==> src/rtl/rom_pair_streamer_pkg.sv <==
// Shared definitions for the ROM pair streamer: default geometry, the
// controller state encoding and the number of pixel pairs in one frame.
package rom_pair_streamer_pkg;

    localparam int IMG_W_DEF  = 64;
    localparam int IMG_H_DEF  = 64;
    localparam int ADDR_W_DEF = 12;
    localparam int DATA_W_DEF = 13;

    // Two pixels per beat, so a default frame is 64*64/2 = 2048 beats.
    localparam int FRAME_PAIRS = IMG_W_DEF * IMG_H_DEF / 2;

    typedef enum logic [1:0] {
        ST_IDLE  = 2'd0,
        ST_FETCH = 2'd1,
        ST_DRAIN = 2'd2,
        ST_DONE  = 2'd3
    } state_t;

endpackage

==> src/rtl/rom_pair_streamer_out.sv <==
// pair_out_reg: single-entry valid/ready output register for one pixel pair.
// Data holds while valid is high and ready is low; 'clear' drops the pair.
// Optional end-of-line flag is present when ROM_PAIR_STREAMER_EOL_EN is defined.
module pair_out_reg #(
    parameter int DATA_W = 13
) (
    input  logic              clk,
    input  logic              rst_n,
    input  logic              clear_i,
    input  logic              load_i,
    input  logic [DATA_W-1:0] pix0_i,
    input  logic [DATA_W-1:0] pix1_i,
    input  logic              last_i,
`ifdef ROM_PAIR_STREAMER_EOL_EN
    input  logic              eol_i,
    output logic              eol_o,
`endif
    input  logic              ready_i,
    output logic              valid_o,
    output logic [DATA_W-1:0] pix0_o,
    output logic [DATA_W-1:0] pix1_o,
    output logic              last_o
);

    logic              valid_q, valid_d;
    logic              last_q,  last_d;
    logic [DATA_W-1:0] pix0_q,  pix0_d;
    logic [DATA_W-1:0] pix1_q,  pix1_d;
`ifdef ROM_PAIR_STREAMER_EOL_EN
    logic              eol_q,   eol_d;
`endif

    // Next-state: clear beats load, load beats a plain drain.
    always_comb begin
        valid_d = valid_q;
        last_d  = last_q;
        pix0_d  = pix0_q;
        pix1_d  = pix1_q;
`ifdef ROM_PAIR_STREAMER_EOL_EN
        eol_d   = eol_q;
`endif
        if (clear_i) begin
            valid_d = 1'b0;
            last_d  = 1'b0;
`ifdef ROM_PAIR_STREAMER_EOL_EN
            eol_d   = 1'b0;
`endif
        end else if (load_i) begin
            valid_d = 1'b1;
            last_d  = last_i;
            pix0_d  = pix0_i;
            pix1_d  = pix1_i;
`ifdef ROM_PAIR_STREAMER_EOL_EN
            eol_d   = eol_i;
`endif
        end else if (ready_i) begin
            valid_d = 1'b0;
            last_d  = 1'b0;
`ifdef ROM_PAIR_STREAMER_EOL_EN
            eol_d   = 1'b0;
`endif
        end
    end

    // Output register state with asynchronous clear.
    always_ff @(posedge clk or negedge rst_n) begin
        if (!rst_n) begin
            valid_q <= 1'b0;
            last_q  <= 1'b0;
            pix0_q  <= '0;
            pix1_q  <= '0;
`ifdef ROM_PAIR_STREAMER_EOL_EN
            eol_q   <= 1'b0;
`endif
        end else begin
            valid_q <= valid_d;
            last_q  <= last_d;
            pix0_q  <= pix0_d;
            pix1_q  <= pix1_d;
`ifdef ROM_PAIR_STREAMER_EOL_EN
            eol_q   <= eol_d;
`endif
        end
    end

    assign valid_o = valid_q;
    assign last_o  = last_q;
    assign pix0_o  = pix0_q;
    assign pix1_o  = pix1_q;
`ifdef ROM_PAIR_STREAMER_EOL_EN
    assign eol_o   = eol_q;
`endif

endmodule

==> src/rtl/rom_pair_streamer.sv <==
// rom_pair_streamer: walks a dual-port combinational ROM two pixels at a time
// (even address on port 1, odd on port 2) and streams the pairs out over a
// valid/ready interface, one full frame per start request.
// Optional feature macro: ROM_PAIR_STREAMER_EOL_EN adds the out_eol flag.
module rom_pair_streamer
    import rom_pair_streamer_pkg::*;
#(
    parameter int IMG_W  = IMG_W_DEF,
    parameter int IMG_H  = IMG_H_DEF,
    parameter int ADDR_W = ADDR_W_DEF,
    parameter int DATA_W = DATA_W_DEF
) (
    input  logic              clk,
    input  logic              rst_n,
    input  logic              start,
    input  logic              abort,
    output logic              busy,
    output logic              done,
    output logic [ADDR_W-1:0] rom_addr1,
    output logic [ADDR_W-1:0] rom_addr2,
    input  logic [DATA_W-1:0] rom_data1,
    input  logic [DATA_W-1:0] rom_data2,
    output logic              out_valid,
    input  logic              out_ready,
    output logic [DATA_W-1:0] out_pix0,
    output logic [DATA_W-1:0] out_pix1,
`ifdef ROM_PAIR_STREAMER_EOL_EN
    output logic              out_eol,
`endif
    output logic              out_last
);

    // Address of the even pixel of the final pair in the frame.
    localparam logic [ADDR_W-1:0] LAST_PTR = ADDR_W'(IMG_W * IMG_H - 2);

`ifdef ROM_PAIR_STREAMER_EOL_EN
    // IMG_W is a power of two, so the column is just the low address bits.
    localparam int               COL_W    = $clog2(IMG_W);
    localparam logic [COL_W-1:0] COL_LAST = COL_W'(IMG_W - 2);
    logic eol_in;
`endif

    state_t            state_q, state_d;
    logic [ADDR_W-1:0] ptr_q,   ptr_d;
    logic              load;
    logic              clear;
    logic              last_in;

    // Controller: next state, pointer update and output-register control.
    // Abort in any active state takes priority over start and handshake.
    always_comb begin
        state_d = state_q;
        ptr_d   = ptr_q;
        load    = 1'b0;
        clear   = 1'b0;
        last_in = 1'b0;
        if (abort && (state_q != ST_IDLE)) begin
            state_d = ST_IDLE;
            ptr_d   = '0;
            clear   = 1'b1;
        end else begin
            case (state_q)
                ST_IDLE: begin
                    if (start) begin
                        ptr_d   = '0;
                        state_d = ST_FETCH;
                    end
                end
                ST_FETCH: begin
                    if (!out_valid || out_ready) begin
                        load = 1'b1;
                        if (ptr_q == LAST_PTR) begin
                            // Final pair: hold the pointer rather than wrap to 0.
                            last_in = 1'b1;
                            state_d = ST_DRAIN;
                        end else begin
                            ptr_d = ptr_q + ADDR_W'(2);
                        end
                    end
                end
                ST_DRAIN: begin
                    if (out_valid && out_ready && out_last) begin
                        state_d = ST_DONE;
                    end
                end
                ST_DONE: begin
                    state_d = ST_IDLE;
                end
                default: begin
                    state_d = ST_IDLE;
                end
            endcase
        end
    end

    // Controller state and pointer registers.
    always_ff @(posedge clk or negedge rst_n) begin
        if (!rst_n) begin
            state_q <= ST_IDLE;
            ptr_q   <= '0;
        end else begin
            state_q <= state_d;
            ptr_q   <= ptr_d;
        end
    end

    assign rom_addr1 = ptr_q;
    assign rom_addr2 = ptr_q + ADDR_W'(1);
    assign busy      = (state_q == ST_FETCH) || (state_q == ST_DRAIN);
    assign done      = (state_q == ST_DONE);

`ifdef ROM_PAIR_STREAMER_EOL_EN
    assign eol_in = (ptr_q[COL_W-1:0] == COL_LAST);
`endif

    pair_out_reg #(
        .DATA_W (DATA_W)
    ) u_out (
        .clk     (clk),
        .rst_n   (rst_n),
        .clear_i (clear),
        .load_i  (load),
        .pix0_i  (rom_data1),
        .pix1_i  (rom_data2),
        .last_i  (last_in),
`ifdef ROM_PAIR_STREAMER_EOL_EN
        .eol_i   (eol_in),
        .eol_o   (out_eol),
`endif
        .ready_i (out_ready),
        .valid_o (out_valid),
        .pix0_o  (out_pix0),
        .pix1_o  (out_pix1),
        .last_o  (out_last)
    );

endmodule

==> config.mk <==
export PLATFORM = sky130hd
export DESIGN_NAME = rom_pair_streamer
export DESIGN_NICKNAME = d
export VERILOG_FILES = /design/src/rtl/rom_pair_streamer_pkg.sv /design/src/rtl/rom_pair_streamer_out.sv /design/src/rtl/rom_pair_streamer.sv
export SDC_FILE = /design/constraint.sdc
export NUM_CORES = 1
export LEC_CHECK = 0
export CAP_MARGIN = 40
export CORE_ASPECT_RATIO = 1.4
export CORE_MARGIN = 3
export CORE_UTILIZATION = 43
export DETAILED_ROUTE_END_ITERATION = 8
export PLACE_DENSITY = 0.78
export SLEW_MARGIN = 20
export SYNTH_ARGS = -nofsm -noshare
export SYNTH_HDL_FRONTEND = slang
export SYNTH_HIERARCHICAL = 1
export SYNTH_SLANG_ARGS = --single-unit
==> constraint.sdc <==
create_clock -name clk -period 2.5 [get_ports clk]
set_input_delay 0.375 -clock clk [delete_from_list [all_inputs] [get_ports clk]]
set_output_delay 0.375 -clock clk [all_outputs]
set_load 0.01 [all_outputs]
==> run_results.csv <==
group,metric,value,unit
status,status,"completed",
critical_path,rr_endpoint,"u_out/pix0_o[6]$_DFFE_PN0P_",
timing,setup_viol,0,
critical_path,cp-startpoint,"state_q[0]$_DFFE_PN0P_",
cells_and_area,areaGrowthSynthToFinish,42.9,%
global_routing,grt_pass1_wl,7270,um
placed_design,place_ws,0.153,ns
critical_path,arrival,2.36,ns
synth,seq_area_frac_synth,48.1,%
cts,clock_path_buffers,2,
cts,cts_resized,0,
placed_design,place_inst,302,
global_routing,grt_pass1_vias,1513,
timing,whs,0.512,ns
timing,skew,0.00533,ns
placed_design,io_buffers,82,
power,p_leak,1.30,nW
worst_hold_path,hold_path_class,"register to register",
global_routing,globalRouteOverflowTotal,0,
synth,synth-seq-cells,41,
cts,numCtsBuffers,5,
routing,firstDrtPassIters,4,
cts,clk_pin_slew,0.08,ns
timing,rsz0062_at_grt,"false",
routing,wl_per_cell,14.8,um
cells_and_area,finalNonFillerCells,311,
placed_design,dpl-instance-area,2950,sq um
timing,setup_tns,0,ns
routing,num_vias,1532,
cells_and_area,antenna_cells,0,
critical_path,cp.required,2.68,ns
cts,ctsHoldBuffers,1,
critical_path,rr_startpoint,"state_q[0]$_DFFE_PN0P_",
placed_design,place_congestion,0.793,
cells_and_area,fin_area,3050,sq um
synth,yosysUniqueCellTypes,42,
critical_path,path_max_fanout,26,
power,peakVddDrop,0.796,mV
critical_path,r2r_cells,8,
cells_and_area,final_nets,284,
routing,initialDrtViolationCount,71,
floorplan,std_cell_rows,29,
synth,synth_area_leader_cell,"dfrtp_1",
timing,max_freq,0.458,GHz
synth,synthArstFlopShare,100,%
routing,final_antenna_net_count,0,
synth,synthTopCellsByArea,"dfrtp_1 48%, mux2_4 14%, mux2_2 3.2%",
cts,htreeDepth,2,
timing,slew_violations,0,
critical_path,worstSetupPathType,"register to register",
cells_and_area,fin_util,65.6,%
synth,netlist_instances,172,
synth,yosys_warnings,6,
floorplan,fp.dieArea,5850,sq um
synth,netlist_area,2130,sq um
global_routing,grt_usage,16.5,%
global_routing,grt_max_degree,29,
routing,via_per_inst,4.93,
cells_and_area,mostFrequentLayoutCells,"81 x clkdlybuf4s50_1, 41 x dfrtp_1, 20 x mux2_4, 11 x nand2_1, 7 x nand3_1",
critical_path,crit_end,"u_out/pix0_o[6]$_DFFE_PN0P_",
floorplan,die_y,89.3,um
floorplan,start_util,45.9,%
synth,synthFlopType,"dfrtp_1",
synth,synth-edff-count,0,
floorplan,die_w,65.5,um
synth,yosysTopAreaCellShare,48.1,%
cts,cts_tree,"done",
timing,hold_viol,0,
placed_design,dp_hpwl,3530,um
critical_path,critPathCaptureType,"register",
cts,root_buffer,"clkbuf_8",
critical_path,reg2reg_setup_slack,0.32,ns
synth,syn_nets,208,
routing,drc,0,
floorplan,ioPinCount,85,
power,power,3.26,mW
cts,cts.sinks,41,
power,powerDensity,1070,nW/um^2
cells_and_area,layout_commonest_cell,"clkdlybuf4s50_1",
job,drv_cap,0,
timing,post-route-period-util,87.3,%
cells_and_area,drive_above_1_share,24.5,%
global_routing,antenna_found_initial,0,
timing,setup_ws,0.319,ns
floorplan,core,4640,sq um
cts,worstSkewPairLatency,0.29,ns
critical_path,startpoint_type,"register",
routing,finalWirelength,4620,um
timing,fin_crit,2.18,ns
cts,post-cts-setup-buffers,0,
synth,syn_avg_cell_area,12.4,sq um
final cells by class:
type | count | area, sq um
clock buffers | 5 | 68.8
clock inverters | 3 | 21.3
fillers | 394 | 1600
inverters | 5 | 18.8
multi-input cells | 108 | 955
flip-flops and latches | 41 | 1030
well taps | 62 | 77.6
repair buffers | 87 | 881
where the power goes:
| part | internal (mW) | switching [mW] |
|---|---|---|
| logic | 1.05 | 0.700 |
| registers | 0.918 | 0.152 |
| clock network | 0.198 | 0.239 |
| total | 2.17 | 1.09 |
sequential cells by signal, indices dropped and copies added, names as in the netlist:
signal,flops
u_out/pix0_o,13
u_out/last_o,1
u_out/pix1_o,13
state_q,2
u_out/valid_o,1
rom_addr1,11
layer usage:
metal	wire, um	GRT usage [%]	vias to the layer above
met2	2390	27.8	50
met1	1930	20.2	733
met3	204	3.77	9
li1	-	-	740
met4	90	6.79	0
met5	0	0	-
critical path, stage by stage (launching register included):
cell and delay [ns]:
dfrtp_1 0.41, inv_1 0.11, ha_1 0.30, or2b_4 0.20, nand2_2 0.06, nor2_1 0.21, nor2b_4 0.21, buf_12 0.21
mux2_2 0.35
how the worst min path moves through the flow:
stage	start	to	slack, ns	cells after the start
floorplan	rst_n	rom_addr1[10]$_DFFE_PN0P_	0.08	0
global placement	u_out/pix0_o[6]$_DFFE_PN0P_	u_out/pix0_o[6]$_DFFE_PN0P_	0.49	1
detailed placement	rst_n	u_out/pix0_o[6]$_DFFE_PN0P_	0.30	1
CTS	u_out/pix0_o[6]$_DFFE_PN0P_	u_out/pix0_o[6]$_DFFE_PN0P_	0.51	1
global route	u_out/pix0_o[6]$_DFFE_PN0P_	u_out/pix0_o[6]$_DFFE_PN0P_	0.53	1
finish	u_out/pix1_o[8]$_DFFE_PN0P_	u_out/pix1_o[8]$_DFFE_PN0P_	0.51	1
synth_stat cells, types with 2 or more instances:
master	instances
a21oi_1	5
and2_2	2
and3_2	2
and4_2	2
buf_12	2
buf_4	5
buf_6	2
clkbuf_1	9
conb_1	2
dfrtp_1	41
ha_1	5
inv_1	5
mux2_2	6
mux2_4	20
mux2i_1	2
nand2_1	11
nand2b_1	2
nand3_1	7
nor2_1	5
nor3_1	3
o21ai_0	3
o21ai_1	2
o21ai_2	6
o31ai_1	5
cell families after synthesis:
logic type               synth area share [%]
AND/OR/NAND/NOR                          13.4
flip-flops                               48.1
multiplexers                             18.2
AO/OA/AOI/OAI                            9.91
buffers and inverters                    7.16
adder cells (fa/ha/maj)                  2.93
other                                   0.352
Power figures use the tool's default switching activity.
